`config.mk`:
```
export PLATFORM = sky130hd
export DESIGN_NAME = freq_measure_ctrl_flat
export DESIGN_NICKNAME = d
export VERILOG_FILES = /design/src/rtl/freq_measure_ctrl_if.sv /design/src/rtl/freq_measure_ctrl.sv /design/src/flat_wrapper.sv
export SDC_FILE = /design/constraint.sdc
export NUM_CORES = 1
export LEC_CHECK = 0
export ABC_AREA = 1
export CAP_MARGIN = 20
export CORE_ASPECT_RATIO = 1.5
export CORE_UTILIZATION = 58
export CTS_CLUSTER_SIZE = 25
export DETAILED_ROUTE_END_ITERATION = 16
export PLACE_DENSITY = 0.78
export SKIP_CTS_REPAIR_TIMING = 1
export SLEW_MARGIN = 0
export SYNTH_ARGS = -nofsm -noshare
export SYNTH_HDL_FRONTEND = slang
export SYNTH_SLANG_ARGS = --single-unit
export TNS_END_PERCENT = 5
```
`constraint.sdc`:
```
create_clock -name clk -period 2 [get_ports clk]
set_input_delay 0.2 -clock clk [delete_from_list [all_inputs] [get_ports clk]]
set_output_delay 0.2 -clock clk [all_outputs]
set_load 0.005 [all_outputs]
```
`src/rtl/freq_measure_ctrl_if.sv`:
```
// Bundle of the frequency-measurement signals shared by the sequencer and its user.
//   signal      : asynchronous measured input
//   period      : new gate window length, sampled on period_load
//   period_load : one-cycle strobe that samples period
//   ten_count   : BCD tens digit
//   unit_count  : BCD units digit
//   load        : one-cycle strobe, digits valid for the display driver
//   overflow    : last result exceeded 99
// The master modport drives the stimulus side. The slave modport is the sequencer.
interface freq_measure_ctrl_if #(
  parameter int unsigned BITS = 12
);
  logic            signal;
  logic [BITS-1:0] period;
  logic            period_load;
  logic [3:0]      ten_count;
  logic [3:0]      unit_count;
  logic            load;
  logic            overflow;

  modport master (
    output signal, period, period_load,
    input  ten_count, unit_count, load, overflow
  );

  modport slave (
    input  signal, period, period_load,
    output ten_count, unit_count, load, overflow
  );
endinterface

```
`src/rtl/freq_measure_ctrl.sv`:
```
// Measurement sequencer for the two-digit frequency display.
// The sequencer counts rising edges of an asynchronous input over a gate window of clk cycles.
// It converts the count to two BCD digits by repeated subtraction of 10. It then pulses load
// for one cycle so the display driver can capture the digits.
// Ports:
//   clk   : system clock
//   reset : synchronous, active-high reset
//   bus   : freq_measure_ctrl_if slave (signal/period/period_load in, digits/load/overflow out)
module freq_measure_ctrl #(
  parameter int unsigned UPDATE_PERIOD = 1200,
  parameter int unsigned BITS          = 12
) (
  input logic                clk,
  input logic                reset,
  freq_measure_ctrl_if.slave bus
);

  typedef enum logic [1:0] {StCount, StTens, StUnits} state_e;

  localparam logic [BITS-1:0] MaxCnt      = '1;
  localparam logic [BITS-1:0] ResetPeriod = BITS'(UPDATE_PERIOD);

  state_e          r_state, w_state_next;
  logic            r_sync1, r_sync2, r_sync3;
  logic            w_edge;
  logic [BITS-1:0] r_win_cnt, r_edge_cnt, w_edge_final;
  logic [BITS-1:0] r_period_act, r_period_pend;
  logic [BITS-1:0] r_work;
  logic [3:0]      r_tens_acc;
  logic [3:0]      r_ten, r_unit;
  logic            r_ovf;
  logic            w_load;
  logic            w_win_last, w_tens_step, w_tens_ovf;

  // Two-flop synchronizer plus one delay flop for edge detection.
  always_ff @(posedge clk) begin
    if (reset) begin
      r_sync1 <= 1'b0;
      r_sync2 <= 1'b0;
      r_sync3 <= 1'b0;
    end else begin
      r_sync1 <= bus.signal;
      r_sync2 <= r_sync1;
      r_sync3 <= r_sync2;
    end
  end

  assign w_edge       = r_sync2 & ~r_sync3;
  // The edge seen on the final window cycle still counts. The count saturates at all-ones.
  assign w_edge_final = (w_edge && (r_edge_cnt != MaxCnt)) ? r_edge_cnt + BITS'(1) : r_edge_cnt;
  assign w_win_last   = (r_state == StCount) && (r_win_cnt == r_period_act - BITS'(1));
  assign w_tens_step  = (r_work >= BITS'(10)) && (r_tens_acc < 4'd9);
  assign w_tens_ovf   = (r_work >= BITS'(10)) && (r_tens_acc == 4'd9);

  // FSM state register
  always_ff @(posedge clk) begin
    if (reset) begin
      r_state <= StCount;
    end else begin
      r_state <= w_state_next;
    end
  end

  // FSM next state
  always_comb begin
    w_state_next = r_state;
    unique case (r_state)
      StCount: if (w_win_last) w_state_next = StTens;
      StTens:  if (!w_tens_step) w_state_next = StUnits;
      StUnits: w_state_next = StCount;
      default: w_state_next = StCount;
    endcase
  end

  // FSM outputs
  always_comb begin
    w_load = 1'b0;
    if (r_state == StUnits) w_load = 1'b1;
  end

  // Datapath: window/edge counting, period registers, BCD conversion
  always_ff @(posedge clk) begin
    if (reset) begin
      r_win_cnt     <= '0;
      r_edge_cnt    <= '0;
      r_period_act  <= ResetPeriod;
      r_period_pend <= ResetPeriod;
      r_work        <= '0;
      r_tens_acc    <= '0;
      r_ten         <= '0;
      r_unit        <= '0;
      r_ovf         <= 1'b0;
    end else begin
      // Periods shorter than 2 cycles cannot form a window, so they are dropped.
      if (bus.period_load && (bus.period >= BITS'(2))) begin
        r_period_pend <= bus.period;
      end
      unique case (r_state)
        StCount: begin
          // A window counter of 0 marks the first window cycle. The active period is updated
          // here, never mid-window. Because the active period is at least 2, the
          // last-cycle compare cannot fire on this cycle.
          if (r_win_cnt == '0) r_period_act <= r_period_pend;
          if (w_win_last) begin
            r_work     <= w_edge_final;
            r_tens_acc <= '0;
            r_win_cnt  <= '0;
            r_edge_cnt <= '0;
          end else begin
            r_win_cnt  <= r_win_cnt + BITS'(1);
            r_edge_cnt <= w_edge_final;
          end
        end
        StTens: begin
          if (w_tens_step) begin
            r_work     <= r_work - BITS'(10);
            r_tens_acc <= r_tens_acc + 4'd1;
          end else if (w_tens_ovf) begin
            r_ten  <= 4'd9;
            r_unit <= 4'd9;
            r_ovf  <= 1'b1;
          end else begin
            r_ten  <= r_tens_acc;
            r_unit <= r_work[3:0];
            r_ovf  <= 1'b0;
          end
        end
        default: ;
      endcase
    end
  end

  assign bus.ten_count  = r_ten;
  assign bus.unit_count = r_unit;
  assign bus.overflow   = r_ovf;
  assign bus.load       = w_load;

endmodule

```
`src/flat_wrapper.sv`:
```
// flat-port wrapper written by rule: the top's interface ports become plain ports
module freq_measure_ctrl_flat 
#(
  parameter int unsigned UPDATE_PERIOD = 1200,
  parameter int unsigned BITS          = 12
)
  (clk, reset, bus_signal, bus_period, bus_period_load, bus_ten_count, bus_unit_count, bus_load, bus_overflow);
  freq_measure_ctrl_if #(.BITS(BITS)) bus_i ();
  input logic clk;
  input logic reset;
  input wire logic [$bits(bus_i.signal)-1:0] bus_signal;
  input wire logic [$bits(bus_i.period)-1:0] bus_period;
  input wire logic [$bits(bus_i.period_load)-1:0] bus_period_load;
  output wire logic [$bits(bus_i.ten_count)-1:0] bus_ten_count;
  output wire logic [$bits(bus_i.unit_count)-1:0] bus_unit_count;
  output wire logic [$bits(bus_i.load)-1:0] bus_load;
  output wire logic [$bits(bus_i.overflow)-1:0] bus_overflow;
  assign bus_i.signal = bus_signal;
  assign bus_i.period = bus_period;
  assign bus_i.period_load = bus_period_load;
  assign bus_ten_count = bus_i.ten_count;
  assign bus_unit_count = bus_i.unit_count;
  assign bus_load = bus_i.load;
  assign bus_overflow = bus_i.overflow;
  freq_measure_ctrl #(.UPDATE_PERIOD(UPDATE_PERIOD), .BITS(BITS)) u_core (.clk(clk), .reset(reset), .bus(bus_i));
endmodule
```
* After elaboration in Yosys (flattened, before gate mapping)
Index checks and enable logic that the tools add are counted.
Word-level totals: bits in registers 78, input bits 16, logic and storage cells 60, output and inout bits 10
Operators by class: order comparisons 3, $add $sub $neg 5, eq/ne operators 8, reduce and logical (&&, ||, !) cells 12, multiplexer cells 16, bitwise gates (word level) 3
Operators with widths (number):
- 12-bit two-way mux | 5
- 12-bit by 1-bit adder with 12-bit output, second input constant | 2
- 12-bit one-hot mux with 2 select lines | 1
- 4-bit two-way mux | 4
- 12-bit == test | 1
- 12-bit by 2-bit >= comparator with 1-bit output, second input constant | 1
- 12-bit by 4-bit >= comparator with 1-bit output, second input constant | 1
- 12-bit logical NOT | 1
- 12-bit inequality test, second input constant | 1
- 12-bit by 1-bit subtractor with 12-bit output, second input constant | 1
- 12-bit by 4-bit subtractor with 12-bit output, second input constant | 1
- 4-bit one-hot mux with 2 select lines | 1
- 2-bit AND reduction | 3
- 1-bit logical AND | 5
- 4-bit by 1-bit adder with 4-bit output, second input constant | 1
- 4-bit == test, second input constant | 1
- 4-bit less-than comparator, second input constant | 1
- 2-bit two-way mux | 2
- 2-bit by 1-bit inequality test with 1-bit output, second input constant | 2
- 2-bit one-hot mux with 2 select lines | 1
- 3-bit AND reduction | 1
- 2-bit by 1-bit == test with 1-bit output, second input constant | 1
- 2-bit == test, second input constant | 1
- 2-bit logical NOT | 1
- 5 further kinds | 7

* Logic depth before layout (Yosys ltp)
Gate-level depths: netlist (run 1).
depth in word-level cells 6, depth in mapped cells 16, depth with buffers taken out 15

* Worst setup path before layout (run 1)
No wires, ideal clock.
path type register to register, start point register u_core.r_period_act[0], end point register u_core.r_work[4], required time 1887 ps, setup time 113 ps, slack 218 ps, arrival time 1670 ps, period minus slack after synthesis 1782 ps, cell stages (with the launch flop) 17, path through dfxtp_1 > inv_1 > ha_1 > inv_1 > nand2_1 > nand2_1 > nand2_1 > nand3_1 > nor2_1 > nand2_1 > nor2_2 > nand4_2 > buf_6 > nand2_4 > nand2_1 > nand2_1 > nor2_1
Between the ends: longest elaborated chain between the ends 5
Ends and longest elaborated chain:
- start: declaration | RTL line freq_measure_ctrl.sv:27 | logic [BITS-1:0] r_period_act, r_period_pend;
- start signal: assignment | RTL line freq_measure_ctrl.sv:86 | r_period_act <= ResetPeriod;
- start signal: assignment | RTL line freq_measure_ctrl.sv:103 | if (r_win_cnt == '0) r_period_act <= r_period_pend;
- 12-bit by 1-bit subtractor with 12-bit output | RTL line freq_measure_ctrl.sv:51 | assign w_win_last = (r_state == StCount) && (r_win_cnt == r_period_act - BITS'(1));
- 12-bit == test | RTL line freq_measure_ctrl.sv:51
- 1-bit logical AND | RTL line freq_measure_ctrl.sv:51
- 2-bit by 1-bit inequality test with 1-bit output (no source line)
- 3-bit AND reduction (no source line)
- end signal: assignment | RTL line freq_measure_ctrl.sv:105 | r_work <= w_edge_final;
- end signal: assignment | RTL line freq_measure_ctrl.sv:116 | r_work <= r_work - BITS'(10);
- end: declaration | RTL line freq_measure_ctrl.sv:28 | logic [BITS-1:0] r_work;
Every way passes these cells. A chain may end at the register's enable or synchronous reset.

* Final worst setup path (run 1)
start point register u_core.r_period_act[1], end point register u_core.r_work[6]
Same word-level chain as after synthesis.

==> flow_summary.toml, run 1 <==
[sta]
rsz_0062_raised_after_global_routing = "true"
finalHoldViolations = 0
min_period_ps = 1930
timing_worst_slew_pin_value_ps = 445
final.period_utilization_pct = 96.5
timing.final.setup_violations = 0
slew_headroom_pct = 70.2
slew_viol_final = 0
totalNegativeSetupSlack_ps = 0
worst_clock_skew_ps = 6.80
max_freq_ghz = 0.518

[placement]
io_buffer_count = 25
post_place_instance_area_mm2 = 0.00474
dp.final_hpwl_mm = 7.98
gp_routability_congestion = 0.912
placed_cells = 767

[die]
io_pins = 26
row_count = 38
die_x_um = 72.2
core_region_area_mm2 = 0.00718
die_area_mm2 = 0.00775
initial_core_util_pct = 59.8
die_height_um = 107

[yosys]
synth_async_sr_flop_share_pct = 0
synth_top_flop_cell = "sky130_fd_sc_hd__dfxtp_1"
yosys.cell_count.top_type = "sky130_fd_sc_hd__nand2_1"
ys_top_cells_by_area = "sky130_fd_sc_hd__dfxtp_1 (36%), sky130_fd_sc_hd__nand2_1 (14%), sky130_fd_sc_hd__nand3_1 (7.0%), sky130_fd_sc_hd__inv_1 (6.2%), sky130_fd_sc_hd__a21oi_1 (6.1%)"
netlist_top_cells_count = "sky130_fd_sc_hd__nand2_1 (156), sky130_fd_sc_hd__dfxtp_1 (78), sky130_fd_sc_hd__inv_1 (71)"
share_of_the_synthesized_area_in_the_top_cell_type_pct = 36.4
synth_largest_area_cell = "sky130_fd_sc_hd__dfxtp_1"
syn_area_mm2 = 0.00429
synth.avg_cell_area_um2 = 6.68
ys_types = 35
mappedNetlistNets = 666
synth_warnings = 0
synth_seq_area_share_pct = 36.4
number_of_enable_flip_flop_cells_after_synthesis = 0
synth-seq-cells = 78
netlist_instances = 642

[worst_setup_path]
worst_r2r_startpoint = "u_core.r_period_act[1]"
critical-path-top-delay-family = "simple AND/OR/NAND/NOR gates"
setup.reg_to_reg.worst_slack_ps = 70
start_kind = "register"
critical_path_buf_inv_count = 3
criticalPathCategory = "reg -> reg"
timing.critical_path.arrival_ps = 2190
worst_r2r_endpoint = "u_core.r_work[6]"
worst-path-max-fanout = 9
critical_path.endpoint_type = "register"
crit_path_cell_trace = "inv_2 > ha_4 > inv_2 > nand2_1 > nand2_1 > nor2_1 > nand3_1 > nor2_1 > nand2_1 > nor2_4 > nand4_4 > buf_4 > a21oi_1 > nor2_1"
critical-path-max-stage-delay_ps = 360
worst_r2r_path_depth = 14
crit_required_ps = 2260
cell_with_the_largest_stage_delay_on_the_worst_path = "sky130_fd_sc_hd__dfxtp_2"

[global_routing]
grt_pass1_wl_mm = 17.9
grt_antenna_before_repair = 0
gr-total-overflow = 0
pin_count_of_the_biggest_net_entering_global_routing = 31
first_global_vias = 4155
grt.total_usage_pct = 29.7

[cells_and_area]
finalNonFillerCells = 784
layout-drive-gt1-share_pct = 12.1
syn2layout_area_growth_pct = 16.4
finish.instance_area_mm2 = 0.00500
antenna_cells_inserted = 0
finish.net_count = 704

[outcome]
status = "completed"

[routing]
first_iter_violations = 248
drc_errors = 0
viasPerCell = 5.36
detailedRoute.firstPassIterationCount = 4
post_drt_wl_per_cell_um = 13.5
vias = 4202
wl_mm = 10.6
drtAntennaViolNets = 0

[pwr]
p_int_w = 0.00242
power.density_cell_area_mw_per_mm2 = 671
power_w = 0.00335
comb_power_share_pct = 14.9
power.share.sequential_pct = 50.4
ir_drop_uv = 494
power_leakage_nw = 2.12
switching_power_w = 0.000934
part_of_the_total_power_dissipated_in_the_clock_network_pct = 34.7
power_switching_share_pct = 27.9

[clock_tree]
cts_max_path_buffers = 2
clock_tree_from_tritoncts = "built"
cts_made_buffers = 9
clock_latency_ps = 360
clk_pin_slew_ps = 80
root_buffer = "sky130_fd_sc_hd__clkbuf_8"
clock_sink_count = 78
cts.htree.levels = 3

[min_path]
worstHoldStart = "bus_signal"
hold_path.class = "in -> reg"
hold-path-cell-count = 3
worstHoldEndpoint = "u_core.r_sync1"

[job]
maxCapViolCount = 0
[layer usage]
layer	vias to the layer above	part of all wire (%)	routed length, um	global-route usage, %
met5	-	0	0	0
met2	91	53	5620	55.3
li1	2149	-	-	-
met1	1917	38	3980	29.5
met4	0	6.1	639	21.1
met3	45	3.0	319	3.56
[power groups by stage]
| stage | Combinational, W | Sequential [W] | Clock [W] |
|---|---|---|---|
| after floorplan | 0.000346 | 0.00170 | 0 |
| after global placement | 0.000463 | 0.00172 | 0 |
| after detailed placement | 0.000476 | 0.00172 | 0 |
| after CTS | 0.000477 | 0.00169 | 0.00118 |
| after global routing | 0.000571 | 0.00170 | 0.00125 |
| final | 0.000499 | 0.00169 | 0.00116 |
[worst max-delay path by stage]
| stage | start | slack, ps | depth (start not counted) | endpoint |
|---|---|---|---|---|
| after floorplan | u_core.r_period_act[0] | 220 | 16 | u_core.r_work[4] |
| after global placement | u_core.r_period_act[1] | 50 | 14 | u_core.r_work[1] |
| after detailed placement | u_core.r_period_act[0] | -20 | 14 | u_core.r_work[2] |
| after CTS | u_core.r_period_act[0] | -50 | 13 | u_core.r_work[2] |
| after global routing | u_core.r_period_act[1] | -110 | 14 | u_core.r_work[8] |
| final | u_core.r_period_act[1] | 70 | 14 | u_core.r_work[6] |
[sequential cells by signal (all words and copies together) (netlist names)]
| signal | flops |
|---|---|
| u_core.r_sync3 | 1 |
| u_core.bus.unit_count | 4 |
| u_core.r_sync1 | 1 |
| u_core.r_tens_acc | 4 |
| u_core.r_sync2 | 1 |
| u_core.r_work | 12 |
| u_core.r_period_pend | 12 |
| u_core.bus.ten_count | 4 |
| u_core.r_period_act | 12 |
| u_core.r_win_cnt | 12 |
| u_core.r_state | 2 |
| u_core.r_edge_cnt | 12 |
| u_core.bus.overflow | 1 |
[layout make-up]
cell class	instances	area, um^2
fillers	600	2180
well taps	100	125
inverters	80	300
repair buffers	47	442
multi-input cells	464	2370
clock inverters	4	47.5
clock buffers	11	141
flip-flops and latches	78	1570
[cells by family (layout without fill, tap and decap cells)]
logic type	Yosys count	in the layout	synth area share, %
AOI/OAI and AO/OA	101	101	12.5
xor gates and xnor gates	22	22	4.49
adders and majority gates	8	8	2.33
buffers and inverters	100	142	9.36
DFF	78	78	36.4
and+or+nand+nor	333	333	34.9
[stage by stage]
step	utilization [%]	worst slack (ps)	hold slack, ps
global route	69.6	-107	382
global placement	66.0	47.4	397
detailed placement	66.0	-17.1	398
floorplan	-	218	307
finish	69.6	69.9	368
CTS	68.7	-45.5	373
[tightest hold or removal path, delay by kind of cell]
| family | cells | cell delay (ps) |
|---|---|---|
| buffers and inverters | 2 | 460 |
| AND/OR/NAND/NOR | 1 | 30 |
[placed cells by master, fill, tap and decap left out, types with 6 or more instances in the layout]
master and count:
sky130_fd_sc_hd__o211ai_1 7, sky130_fd_sc_hd__nand3_1 59, sky130_fd_sc_hd__inv_2 11, sky130_fd_sc_hd__clkbuf_8 10, sky130_fd_sc_hd__a21oi_1 50, sky130_fd_sc_hd__nor3_1 7
sky130_fd_sc_hd__nor2_4 6, sky130_fd_sc_hd__inv_1 68, sky130_fd_sc_hd__nor2_1 66, sky130_fd_sc_hd__buf_4 18, sky130_fd_sc_hd__xor2_1 16, sky130_fd_sc_hd__nand4_1 11
sky130_fd_sc_hd__xnor2_1 6, sky130_fd_sc_hd__clkdlybuf4s50_1 25, sky130_fd_sc_hd__ha_1 7, sky130_fd_sc_hd__o21ai_0 34, sky130_fd_sc_hd__nand2_2 7, sky130_fd_sc_hd__nand2_1 154
sky130_fd_sc_hd__dfxtp_1 73
Power figures use the tool's default switching activity.
==> inputs of run 2 (changes only) <==
PLACE_DENSITY = default   (was 0.78)
PLACE_DENSITY_LB_ADDON = 0.3   (was default)
==> flow_summary.toml, run 2 (synthesized netlist as in run 1, its figures left out) <==
[outcome]
status = "complete, but fails checks"
violated_checks = "setup timing"

[routing]
drc_errors = 0
wl_mm = 10.9
post_drt_wl_per_cell_um = 13.9
drtAntennaViolNets = 0
detailedRoute.firstPassIterationCount = 5
first_iter_violations = 276
viasPerCell = 5.44
vias = 4273

[die]
io_pins = 26
row_count = 38
die_height_um = 107
initial_core_util_pct = 59.8
core_region_area_mm2 = 0.00718
die_x_um = 72.2
die_area_mm2 = 0.00775

[pwr]
power_switching_share_pct = 28.6
power_leakage_nw = 2.12
p_int_w = 0.00237
power_w = 0.00331
power.density_cell_area_mw_per_mm2 = 660
part_of_the_total_power_dissipated_in_the_clock_network_pct = 33.5
power.share.sequential_pct = 51.0
ir_drop_uv = 512
switching_power_w = 0.000947
comb_power_share_pct = 15.5

[placement]
post_place_instance_area_mm2 = 0.00473
gp_routability_congestion = 0.918
pre_cts_ws_ps = 10.7
dp.final_hpwl_mm = 7.88
io_buffer_count = 25

[job]
maxCapViolCount = 0

[sta]
max_freq_ghz = 0.495
final.hold.worst_slack_ps = 369
worst_clock_skew_ps = 8.80
setup_ws_ps = -18.6
final.period_utilization_pct = 101
slew_headroom_pct = 76.7
finalHoldViolations = 0
timing.final.setup_violations = 2
slew_viol_final = 0
rsz_0062_raised_after_global_routing = "true"
timing_worst_slew_pin_value_ps = 350
min_period_ps = 2020

[worst_setup_path]
crit_required_ps = 2300
worst-path-max-fanout = 6
criticalPathCategory = "reg -> reg"
crit_path_cell_trace = "inv_2 > buf_4 > buf_4 > nand2_2 > nor2_4 > nand2_1 > nand2_1 > nand3_1 > nor2_2 > nand4_4 > buf_6 > nand3_4 > nand2_2 > nor2_1"
critical_path.endpoint_type = "register"
critical-path-top-delay-family = "simple AND/OR/NAND/NOR gates"
critical_path_buf_inv_count = 4
cell_with_the_largest_stage_delay_on_the_worst_path = "sky130_fd_sc_hd__dfxtp_2"
setup.reg_to_reg.worst_slack_ps = -20
timing.critical_path.arrival_ps = 2320
critical-path-max-stage-delay_ps = 340
start_kind = "register"

[cells_and_area]
layout.filler_cells = 633
layout-drive-gt1-share_pct = 12.4
syn2layout_area_growth_pct = 17.0
multiInputGateArea_mm2 = 0.00240
register_area_mm2 = 0.00156
finish.instance_area_mm2 = 0.00502
finish.net_count = 704
most_frequent_standard_cell_in_the_layout_excluding_fill_and_tap_cells = "sky130_fd_sc_hd__nand2_1"
antenna_cells_inserted = 0
most_frequent_cells_in_the_layout = "sky130_fd_sc_hd__nand2_1 (153), sky130_fd_sc_hd__dfxtp_1 (76), sky130_fd_sc_hd__inv_1 (68)"

[clock_tree]
clock_tree_from_tritoncts = "built"
cts_max_path_buffers = 2
cts.htree.levels = 3
clock_latency_ps = 360
clk_pin_slew_ps = 80
clock_sink_count = 78
root_buffer = "sky130_fd_sc_hd__clkbuf_8"
cts_made_buffers = 9

[global_routing]
grt_antenna_before_repair = 0
grt.total_usage_pct = 29.1
first_global_vias = 3934
gr-total-overflow = 0
pin_count_of_the_biggest_net_entering_global_routing = 31
grt_pass1_wl_mm = 17.5

[min_path]
hold_path.class = "in -> reg"
-- run 2: per-stage QoR --
step	cells	util, %	setup TNS [ps]
after floorplan	642	-	0
after global placement	765	65.8	0
after detailed placement	765	65.8	0
after CTS	781	68.4	-232
after global routing	785	69.9	-3880
final	785	69.9	-31.2
-- run 2: tightest hold or removal path, stage by stage --
cell	delay [ps]
sky130_fd_sc_hd__clkdlybuf4s50_1	390
sky130_fd_sc_hd__inv_1	50
sky130_fd_sc_hd__nor2_1	30
-- run 2: power groups by stage --
| stage | logic (W) | clock network, W | registers, W |
|---|---|---|---|
| floorplan | 0.000346 | 0 | 0.00170 |
| global placement | 0.000458 | 0 | 0.00172 |
| detailed placement | 0.000473 | 0 | 0.00172 |
| CTS | 0.000477 | 0.00114 | 0.00169 |
| global route | 0.000577 | 0.00121 | 0.00170 |
| finish | 0.000513 | 0.00111 | 0.00169 |
-- run 2: cell type report --
| class | count | area share (%) |
|---|---|---|
| Multi-Input combinational cell | 464 | 47.8 |
| Sequential cell | 78 | 31.2 |
| Timing Repair Buffer | 47 | 8.87 |
| Inverter | 80 | 5.98 |
| Clock buffer | 13 | 3.36 |
| Tap cell | 100 | 2.49 |
| Clock inverter | 3 | 0.349 |
-- run 2: per-layer routing --
layer  GRT usage, %  wire [um]
met2           52.6       5720
met4           18.1        617
met5              0          0
met3           5.99        454
met1           29.9       4130
-- run 2: path summary, 6_finish.rpt --
path	from	endpoint	depth (start not counted)
hold reg to reg	u_core.r_sync1	u_core.r_sync2	2
setup reg to reg	u_core.r_period_act[0]	u_core.r_work[6]	14
hold / removal	bus_signal	u_core.r_sync1	3
setup / recovery	u_core.r_period_act[0]	u_core.r_work[6]	14
==> inputs of run 3 (changes only) <==
ABC_CLOCK_PERIOD_IN_PS = 2000   (was default)
==> results of run 3 <==
The final DEF is identical to that of run 2; final timing and power are the same.
